<file path="src/rtl/pipeline_pkg.sv">
// Shared definitions for the elastic pipeline: slice state encoding and
// the occupancy counter width helper.
package pipeline_pkg;

  // Beats held by one slice: none, main register only, main plus skid.
  typedef enum logic [1:0] {
    ST_EMPTY = 2'd0,
    ST_HALF  = 2'd1,
    ST_FULL  = 2'd2
  } slice_state_e;

  // Counter width able to represent 0 .. 2*depth held beats.
  function automatic int occ_width(input int depth);
    return $clog2(2 * depth + 1);
  endfunction

endpackage

</file>
<file path="src/rtl/pipeline_elastic_slice.sv">
// One elastic register slice: a main register feeding the output and a skid
// register that catches the beat accepted in the cycle the output stalls.
// in_ready and out_valid decode only the registered state, so out_ready has
// no combinational path to in_ready.
module pipeline_elastic_slice
  import pipeline_pkg::*;
#(
  parameter int WIDTH = 1
) (
  input  logic             clk,
  input  logic             resetn,
  input  logic             in_valid,
  output logic             in_ready,
  input  logic [WIDTH-1:0] in_data,
  output logic             out_valid,
  input  logic             out_ready,
  output logic [WIDTH-1:0] out_data,
  output slice_state_e     state
);

  slice_state_e     state_q;
  slice_state_e     state_d;
  logic [WIDTH-1:0] main_q;
  logic [WIDTH-1:0] skid_q;
  logic             push;
  logic             pop;
  logic             load_main;
  logic             load_skid;
  logic             main_from_skid;

  assign push = in_valid && in_ready;
  assign pop  = out_valid && out_ready;

  // State register; reset empties the slice immediately.
  always_ff @(posedge clk or negedge resetn) begin
    if (!resetn) begin
      state_q <= ST_EMPTY;
    end else begin
      state_q <= state_d;
    end
  end

  // Next state and datapath load enables from the push/pop handshakes.
  always_comb begin
    state_d        = state_q;
    load_main      = 1'b0;
    load_skid      = 1'b0;
    main_from_skid = 1'b0;
    case (state_q)
      ST_EMPTY: begin
        if (push) begin
          state_d   = ST_HALF;
          load_main = 1'b1;
        end
      end
      ST_HALF: begin
        if (push && pop) begin
          load_main = 1'b1;
        end else if (push) begin
          state_d   = ST_FULL;
          load_skid = 1'b1;
        end else if (pop) begin
          state_d = ST_EMPTY;
        end
      end
      ST_FULL: begin
        // in_ready is low here, so only a pop can happen.
        if (pop) begin
          state_d        = ST_HALF;
          main_from_skid = 1'b1;
        end
      end
      default: state_d = ST_EMPTY;
    endcase
  end

  // Handshake outputs decoded from the registered state only.
  always_comb begin
    in_ready  = (state_q != ST_FULL);
    out_valid = (state_q != ST_EMPTY);
    out_data  = main_q;
    state     = state_q;
  end

  // Main and skid payload registers.
  always_ff @(posedge clk or negedge resetn) begin
    if (!resetn) begin
      main_q <= '0;
      skid_q <= '0;
    end else begin
      if (load_main) begin
        main_q <= in_data;
      end else if (main_from_skid) begin
        main_q <= skid_q;
      end
      if (load_skid) begin
        skid_q <= in_data;
      end
    end
  end

endmodule

</file>
<file path="src/rtl/pipeline_elastic.sv">
// Elastic pipeline of DEPTH cascaded skid slices, capacity 2*DEPTH beats,
// latency DEPTH cycles, one beat per cycle when unstalled.
// Handshake: a beat moves across an interface on a rising edge where valid
// and ready are both high; valid never depends on ready, and once valid is
// high the payload holds until it is taken.
// Optional feature macro: PIPELINE_ELASTIC_OCCUPANCY_EN adds the occupancy
// port, a registered count of beats held.
// slice_state exposes each slice's state, two bits per slice, slice 0 lowest.
module pipeline_elastic
  import pipeline_pkg::*;
#(
  parameter int WIDTH = 1,
  parameter int DEPTH = 1
) (
  input  logic                              clk,
  input  logic                              resetn,
  input  logic                              in_valid,
  output logic                              in_ready,
  input  logic [WIDTH-1:0]                  in_data,
  output logic                              out_valid,
  input  logic                              out_ready,
  output logic [WIDTH-1:0]                  out_data,
`ifdef PIPELINE_ELASTIC_OCCUPANCY_EN
  output logic [$clog2(2*DEPTH+1)-1:0]      occupancy,
`endif
  output logic [2*DEPTH-1:0]                slice_state
);

  logic [DEPTH:0]   v;
  logic [DEPTH:0]   r;
  logic [WIDTH-1:0] d [0:DEPTH];

  assign v[0]      = in_valid;
  assign d[0]      = in_data;
  assign in_ready  = r[0];
  assign out_valid = v[DEPTH];
  assign out_data  = d[DEPTH];
  assign r[DEPTH]  = out_ready;

  for (genvar k = 0; k < DEPTH; k++) begin : g_slice
    slice_state_e st;

    pipeline_elastic_slice #(
      .WIDTH(WIDTH)
    ) u_slice (
      .clk      (clk),
      .resetn   (resetn),
      .in_valid (v[k]),
      .in_ready (r[k]),
      .in_data  (d[k]),
      .out_valid(v[k+1]),
      .out_ready(r[k+1]),
      .out_data (d[k+1]),
      .state    (st)
    );

    assign slice_state[2*k +: 2] = st;
  end

`ifdef PIPELINE_ELASTIC_OCCUPANCY_EN
  localparam int CW = occ_width(DEPTH);

  logic          occ_push;
  logic          occ_pop;
  logic [CW-1:0] occ_q;

  assign occ_push  = in_valid && in_ready;
  assign occ_pop   = out_valid && out_ready;
  assign occupancy = occ_q;

  // Beats held: up on accept only, down on delivery only.
  always_ff @(posedge clk or negedge resetn) begin
    if (!resetn) begin
      occ_q <= '0;
    end else if (occ_push && !occ_pop) begin
      occ_q <= occ_q + 1'b1;
    end else if (occ_pop && !occ_push) begin
      occ_q <= occ_q - 1'b1;
    end
  end
`endif

endmodule

</file>
<file path="config.mk">
export PLATFORM = sky130hd
export DESIGN_NAME = pipeline_elastic
export DESIGN_NICKNAME = d
export VERILOG_FILES = /design/src/rtl/pipeline_pkg.sv /design/src/rtl/pipeline_elastic_slice.sv /design/src/rtl/pipeline_elastic.sv
export SDC_FILE = /design/constraint.sdc
export NUM_CORES = 1
export LEC_CHECK = 0
export ABC_AREA = 1
export CAP_MARGIN = 5
export CORE_AREA = 8 8 45 47
export CTS_CLUSTER_SIZE = 8
export DETAILED_ROUTE_END_ITERATION = 16
export DIE_AREA = 0 0 53 55
export PLACE_DENSITY = 0.48
export SETUP_SLACK_MARGIN = 0.1
export SLEW_MARGIN = 15
export SYNTH_ARGS = -nofsm -noshare
export SYNTH_HDL_FRONTEND = slang
export SYNTH_SLANG_ARGS = --single-unit
</file>
<file path="constraint.sdc">
create_clock -name clk -period 1.45 [get_ports clk]
set_clock_uncertainty 0.2 [all_clocks]
set_input_delay 0.435 -clock clk [delete_from_list [all_inputs] [get_ports clk]]
set_output_delay 0.435 -clock clk [all_outputs]
set_load 0.1 [all_outputs]
</file>
==> flow_summary.toml, run 1 <==
[status]
status = "finished with violations"
violations = "setup timing"

[setup_path]
cp-startpoint = "g_slice[0].u_slice.state[1]"
critical_path.max_stage_delay_ns = 0.53
path_buf_inv = 2
end_kind = "output pin"
required_ns = 0.82
crit_fanout = 4
reg2reg_from = "g_slice[0].u_slice.state[1]"
r2r_slack_ns = -0.07
worstSetupPathType = "reg2out"
cp-start-kind = "flip-flop"
cp_top_family = "flip-flops"
crit_chain = "inv_4 > nand2_8 > buf_12"
slowest_stage = "dfrtp_4"
arrival_ns = 1.08

[pwr]
leakage_nw = 0.256
pwr-share-clk_pct = 19.6
swShare_pct = 46.0
pwr-share-comb_pct = 58.0
power_density_nw_per_um2 = 1460
switching_power_mw = 0.368
intPower_mw = 0.431
sequentialPowerShare_pct = 22.4
ir_worst_vdd_mv = 0.714

[timing]
drv_slew = 0
hold_viol = 0
rsz0062_at_grt = "yes"
fmax_mhz = 583
finalSetupViolCount = 7
finalWorstSetupSlack_ns = -0.265
period_share_pct = 118
slew_headroom_pct = 86.7
min_period_ns = 1.71
worstMarginPinSlew_ns = 0.197

[placement]
dp.cells = 60
numPortBuffers = 9
dp_hpwl_um = 505
pre_cts_slack_ns = -0.223
placed_cell_area_um2 = 462
place_congestion = 0.753

[final_layout]
instances_no_fill = 68
syn_to_final_growth_pct = 149
num_antenna_cells = 0
nets = 58
design_area_um2 = 548
layout-drive-gt1-share_pct = 55.8
final_cell_mix = "nand2_1, buf_4, inv_1, buf_12"
final_common_cell = "nand2_1"

[route]
first_iter_violations = 3
wl_met1_um = 270
dr_wl_met2_um = 323
top_layer = "met3"
totalWireLength_um = 675
ant_nets = 0
drcViolationCount = 0
route.met3.wl_um = 80
via_count = 269
first_pass_iters = 3
wire_per_inst_um = 9.93
viasPerCell = 3.96

[synth]
yosysWarningCount = 0
synth-seq-cells = 4
synth_top_family_by_area = "simple AND/OR/NAND/NOR gates"
yosysSeqAreaShare_pct = 45.5
synthXorXnorAreaFrac_pct = 0
avgSynthCellArea_um2 = 7.10
syn_inst = 31
yosys-top-cells-area = "dfrtp_1, nand2_1, inv_1, nor2_2, o21ai_1"
syn_area_um2 = 220
synth_fp_nets = 36
synth_top_cell_by_area = "dfrtp_1"
synth_cell_types = 11
synth_compound_area_share_pct = 10.2
synth.area.mux_share_pct = 0
synthSimpleGateAreaFrac_pct = 32.4
synth_top_area_share_pct = 45.5
synth_fa_ha_area_share_pct = 0

[floorplanning]
die_y_um = 55
fp.coreArea_um2 = 1380
die_x_um = 53
row_count = 14
ios = 10
start_util_pct = 15.9
die_area_um2 = 2920

[clock_tree]
cts-htree-levels = 1
cts.sinks = 4
numCtsBuffers = 3
path_clk_slew_ns = 0.04
ctsLongestPathBuffers = 2
clockRootBuffer = "clkbuf_4"
clock_latency_ns = 0.24
ctsHoldBuffers = 0
cts_tree = "done"

[global_route]
first_global_vias = 283
grtUsageTotal_pct = 5.53
grt_max_degree = 5
grt_pass1_wl_um = 1150
antenna_found_initial = 0
gr-total-overflow = 0

[run]
drv_cap = 0

[min_path]
hp-class = "in2async"
## cell type report
| class | count | area, um^2 |
|---|---|---|
| Inverter | 7 | 36.3 |
| Tap cell | 16 | 20.0 |
| Clock buffer | 4 | 26.3 |
| Sequential cell | 4 | 109 |
| Timing Repair Buffer | 17 | 205 |
| Fill cell | 141 | 836 |
| Multi-Input combinational cell | 20 | 151 |
## metrics by stage
stage / total power, mW / utilization, % / setup TNS (ns) / hold WS (ns)
after global routing: 0.834 / 39.6 / -1.28 / 0.203
after global placement: 0.605 / 33.4 / -0.795 / 0.281
after detailed placement: 0.606 / 33.4 / -0.803 / 0.286
final: 0.798 / 39.6 / -0.992 / 0.198
after CTS: 0.793 / 37.8 / -0.957 / 0.194
after floorplan: 0.441 / - / -0.179 / -0.0606
## Yosys cell counts
cell and count:
nor2_2 3, o21ai_1 2, nand3_1 1, nand2_1 10, inv_2 2, inv_1 5, nand2_2 1, nor2_1 1
o31ai_1 1, o21ai_0 1, dfrtp_1 4
## metal layers
layer | vias up | track usage [%]
li1 | 140 | -
met1 | 120 | 5.51
met2 | 9 | 8.40
met3 | 0 | 4.28
met4 | 0 | 2.59
met5 | - | 0
## flip-flops by register name, indices dropped and copies added, names as in the netlist
| register | cells |
|---|---|
| g_slice.u_slice.out_data | 1 |
| g_slice.u_slice.state | 2 |
| g_slice.u_slice.skid_q | 1 |
## repair_timing
action | in CTS | in global routing
resized for setup | 6 | 4
endpoints found under the setup margin | 9 | 9
pin swaps | 1 | 2
setup buffers | 3 | 1
gates cloned | 0 | 0
## logic make-up after synthesis
group,count (synthesis)
buffers and inverters,7
and+or+nand+nor,16
DFF,4
AOI/OAI and AO/OA,4
## power groups by stage
stage	combinational (mW)	clock (mW)	sequential, mW
floorplan	0.153	0	0.288
global placement	0.425	0	0.180
detailed placement	0.427	0	0.179
CTS	0.451	0.163	0.179
global route	0.484	0.168	0.182
finish	0.463	0.157	0.179
## final timing paths
path / to / depth (start not counted)
max reg2reg: g_slice[0].u_slice.out_data / 9
max in group asynchronous: g_slice[0].u_slice.out_data / 1
min in group clk: g_slice[0].u_slice.skid_q / 2
max: out_valid / 3
min reg2reg: g_slice[0].u_slice.skid_q / 2
min: g_slice[0].u_slice.state[1] / 1
(Power assumes the default switching activity.)
==> run 2: changes to the inputs <==
--- a/config.mk
+++ b/config.mk
@@ -7,10 +7,10 @@
 export LEC_CHECK = 0
 export ABC_AREA = 1
 export CAP_MARGIN = 5
-export CORE_AREA = 8 8 45 47
+export CORE_AREA = 3 3 40 42
 export CTS_CLUSTER_SIZE = 8
 export DETAILED_ROUTE_END_ITERATION = 16
-export DIE_AREA = 0 0 53 55
+export DIE_AREA = 0 0 43 45
 export PLACE_DENSITY = 0.48
 export SETUP_SLACK_MARGIN = 0.1
 export SLEW_MARGIN = 15
==> flow_summary.toml, run 2 (same netlist as run 1, synthesis figures left out) <==
[status]
status = "finished with violations"
violations = "setup timing"

[final_layout]
final_common_cell = "nand2_1"
syn_to_final_growth_pct = 150
largest_register_ffs = 2
nets = 58
num_antenna_cells = 0
layout-drive-gt1-share_pct = 55.8
instances_no_fill = 67
final_cell_mix = "nand2_1, inv_1, buf_12, buf_4"

[clock_tree]
path_clk_slew_ns = 0.04
ctsLongestPathBuffers = 2
numCtsBuffers = 3
clockRootBuffer = "clkbuf_4"
cts_tree = "done"
cts.sinks = 4
cts-htree-levels = 1
clock_latency_ns = 0.24

[floorplanning]
row_count = 13
start_util_pct = 17.1
die_y_um = 45
fp.coreArea_um2 = 1280
die_x_um = 43
die_area_um2 = 1940
ios = 10

[global_route]
antenna_found_initial = 0
gr-total-overflow = 0
grt_max_degree = 5
first_global_vias = 235
grt_pass1_wl_um = 1010
grtUsageTotal_pct = 7.26

[timing]
holdWs_ns = 0.198
rsz0062_at_grt = "yes"
finalWorstSetupSlack_ns = -0.249
fmax_mhz = 588
drv_slew = 0
period_share_pct = 117
slew_headroom_pct = 86.0
hold_viol = 0
worstMarginPinSlew_ns = 0.208
min_period_ns = 1.70
finalSetupViolCount = 4

[pwr]
swShare_pct = 45.4
power_density_nw_per_um2 = 1440
power_mw = 0.793
pwr-share-comb_pct = 58.7
leakage_nw = 0.258
intPower_mw = 0.433
ir_worst_vdd_mv = 0.840
sequentialPowerShare_pct = 22.2
pwr-share-clk_pct = 19.0
switching_power_mw = 0.360

[setup_path]
reg2reg_to = "g_slice[0].u_slice.out_data"
reg2reg_from = "g_slice[0].u_slice.state[1]"
slowest_stage = "dfrtp_4"
critical_path.max_stage_delay_ns = 0.52
required_ns = 0.82
crit_fanout = 4
end_kind = "output pin"
crit_end = "out_valid"
worst_r2r_path_depth = 8
cp-startpoint = "g_slice[0].u_slice.state[1]"
worstSetupPathType = "reg2out"
arrival_ns = 1.06
r2r_slack_ns = 0.02
crit_chain = "inv_4 > nand2_8 > buf_12"
cp-start-kind = "flip-flop"

[route]
ant_nets = 0
drcViolationCount = 0
wire_per_inst_um = 8.75
via_count = 266
viasPerCell = 3.97
first_iter_violations = 5
totalWireLength_um = 586
first_pass_iters = 4

[placement]
place_congestion = 0.699
numPortBuffers = 9
dp.cells = 60
dp_hpwl_um = 420

[run]
drv_cap = 0

[min_path]
hp-class = "in2async"
run 2: cell count changes in the layout (fill, tap and decap cells not counted):
| cell | previous run | this run |
|---|---|---|
| buf_4 | 6 | 5 |
| buf_6 | 2 | 3 |
run 2: power groups by stage:
stage,registers (mW),clock network [mW],logic (mW)
after floorplan,0.288,0,0.153
after global placement,0.177,0,0.431
after detailed placement,0.176,0,0.431
after CTS,0.177,0.156,0.465
after global routing,0.180,0.173,0.487
final,0.176,0.151,0.466
run 2: worst min path at each step:
stage	end	slack, ns
after floorplan	g_slice[0].u_slice.out_data	-0.06
after global placement	g_slice[0].u_slice.skid_q	0.28
after detailed placement	g_slice[0].u_slice.skid_q	0.28
after CTS	g_slice[0].u_slice.state[0]	0.20
after global routing	g_slice[0].u_slice.state[0]	0.20
final	g_slice[0].u_slice.state[1]	0.20
run 2: final cells by class:
cell class	instances	area [um^2]
fillers	127	734
repair buffers	17	209
multi-input cells	20	151
flip-flops and latches	4	109
inverters	7	36.3
clock buffers	4	26.3
well taps	15	18.8
run 2: repair_timing:
action                                 CTS  global route
setup endpoints to repair                9             9
gates resized for setup                  9             2
setup buffers                            3             0
endpoints found under the hold margin    0             0
hold buffers                             0             0
pin swaps                                2             2
run 2: stage by stage:
stage               worst slack [ns]  util (%)  area (um^2)  setup TNS, ns
floorplan                    -0.0976         -          272         -0.179
global placement              -0.238      36.4          468         -0.832
detailed placement            -0.231      36.4          468         -0.814
CTS                           -0.257      42.3          543         -0.980
global route                  -0.290      42.8          551          -1.17
finish                        -0.249      42.8          551         -0.951
run 2: worst max-delay path: cells and delay by family (launching register included):
kind                   cells  cell delay, ns
AND/OR/NAND/NOR            1            0.05
flip-flops                 1            0.52
buffers and inverters      2            0.26
run 2: layer usage:
layer	part of all wire [%]	track usage, %
met4	0	0
met1	37	7.99
met2	54	12.6
met5	0	0
met3	8.4	4.78
==> run 3: changes to the inputs <==
--- a/config.mk
+++ b/config.mk
@@ -8,11 +8,10 @@
 export ABC_AREA = 1
 export CAP_MARGIN = 5
 export CORE_AREA = 3 3 40 42
-export CTS_CLUSTER_SIZE = 8
+export CTS_CLUSTER_SIZE = 30
 export DETAILED_ROUTE_END_ITERATION = 16
 export DIE_AREA = 0 0 43 45
 export PLACE_DENSITY = 0.48
-export SETUP_SLACK_MARGIN = 0.1
 export SLEW_MARGIN = 15
 export SYNTH_ARGS = -nofsm -noshare
 export SYNTH_HDL_FRONTEND = slang
==> flow_summary.toml, run 3 (same netlist as run 1, synthesis figures left out) <==
[setup_path]
worst_r2r_path_depth = 8
cp-start-kind = "flip-flop"
end_kind = "output pin"
r2r_slack_ns = 0
worstSetupPathType = "reg2out"
required_ns = 0.82
arrival_ns = 1.08
crit_fanout = 3

[timing]
finalSetupViolCount = 6
worstMarginPinSlew_ns = 0.276
hold_viol = 0
finalWorstSetupSlack_ns = -0.263
drv_slew = 0
fmax_mhz = 584
period_share_pct = 118
min_period_ns = 1.71
slew_headroom_pct = 81.6
rsz0062_at_grt = "yes"

[floorplanning]
die_y_um = 45
row_count = 13
ios = 10
die_area_um2 = 1940
die_x_um = 43
start_util_pct = 17.1
fp.coreArea_um2 = 1280

[final_layout]
final_cell_mix = "nand2_1, buf_12, buf_4"
syn_to_final_growth_pct = 160
seq_area_um2 = 109
num_antenna_cells = 0
final_common_cell = "nand2_1"
multi_input_area_um2 = 160
largest_register_ffs = 2
instances_no_fill = 67
layout-drive-gt1-share_pct = 61.5
final.fill_count = 127
final_util_pct = 44.5
nets = 58

[clock_tree]
cts-htree-levels = 1
cts_tree = "done"
numCtsBuffers = 3
ctsLongestPathBuffers = 2
ctsHoldBuffers = 0
path_clk_slew_ns = 0.04
clockRootBuffer = "clkbuf_4"
cts.sinks = 4
clock_latency_ns = 0.24

[route]
viasPerCell = 3.97
route.met3.wl_um = 51
drcViolationCount = 0
wire_per_inst_um = 10.8
first_pass_iters = 2
wl_met1_um = 284
dr_wl_met2_um = 386
first_iter_violations = 5
ant_nets = 0
top_layer = "met3"
totalWireLength_um = 723
via_count = 266

[placement]
numPortBuffers = 9
dp_hpwl_um = 459
pre_cts_slack_ns = -0.232
place_congestion = 0.731
dp.cells = 59

[global_route]
grt_max_degree = 5
grtUsageTotal_pct = 7.92
gr-total-overflow = 0
first_global_vias = 278
antenna_found_initial = 0
grt_pass1_wl_um = 1100

[pwr]
pwr-share-clk_pct = 19.1
power_density_nw_per_um2 = 1410
ir_worst_vdd_mv = 0.804
intPower_mw = 0.436
swShare_pct = 46.0
leakage_nw = 0.272
pwr-share-comb_pct = 58.6
switching_power_mw = 0.372
power_mw = 0.808
sequentialPowerShare_pct = 22.3

[run]
drv_cap = 0

[status]
status = "finished with violations"
violations = "setup timing"

[min_path]
hp-class = "in2async"
[run 3: cell count changes in the layout (fill, tap and decap cells not counted), sizes merged]
cell          before  now
dlygate4sd2        2    0
dlymetal6s2s       0    2
[run 3: critical path: stages, from the launching register on]
cell and delay, ns:
dfrtp_4 0.53, inv_4 0.10, nand2_8 0.05, buf_12 0.16
[run 3: what timing repair did]
item                                    4_1_cts  5_1_grt
buffers inserted                              2        3
pin swaps                                     1        6
endpoints found under the setup margin        5        9
resized for setup                             3       10
[run 3: area by class of cell]
type	count	share of cell area, %
multi-input combinational	20	28.0
timing repair buffer	17	38.7
tap	15	3.28
inverter	7	6.35
sequential	4	19.0
clock buffer	4	4.60
[run 3: stage by stage]
stage	setup TNS (ns)	hold WS, ns	cell area (um^2)
after global placement	-0.791	0.289	473
after detailed placement	-0.805	0.290	473
final	-0.909	0.200	572
after CTS	-0.980	0.199	527
after global routing	-1.21	0.199	572
after floorplan	-0.179	-0.0606	272
[run 3: path summary, 6_finish.rpt]
| check | start | end |
|---|---|---|
| worst max-delay path | g_slice[0].u_slice.state[1] | out_valid |
| worst min-delay path | resetn | g_slice[0].u_slice.state[1] |
| worst max register to register | g_slice[0].u_slice.state[1] | g_slice[0].u_slice.out_data |
| worst min register to register | g_slice[0].u_slice.skid_q | g_slice[0].u_slice.skid_q |
| max in group asynchronous | resetn | g_slice[0].u_slice.out_data |
| min in group clk | g_slice[0].u_slice.skid_q | g_slice[0].u_slice.skid_q |
[run 3: power groups by stage]
stage	clock network, mW	logic, mW	registers [mW]
floorplan	0	0.153	0.288
global placement	0	0.433	0.182
detailed placement	0	0.433	0.182
CTS	0.163	0.450	0.182
global route	0.176	0.493	0.184
finish	0.154	0.474	0.180
[run 3: metal layers]
layer	vias up	track usage, %
met2	8	13.2
li1	134	-
met4	0	1.81
met5	-	0
met3	0	5.18
met1	124	8.47
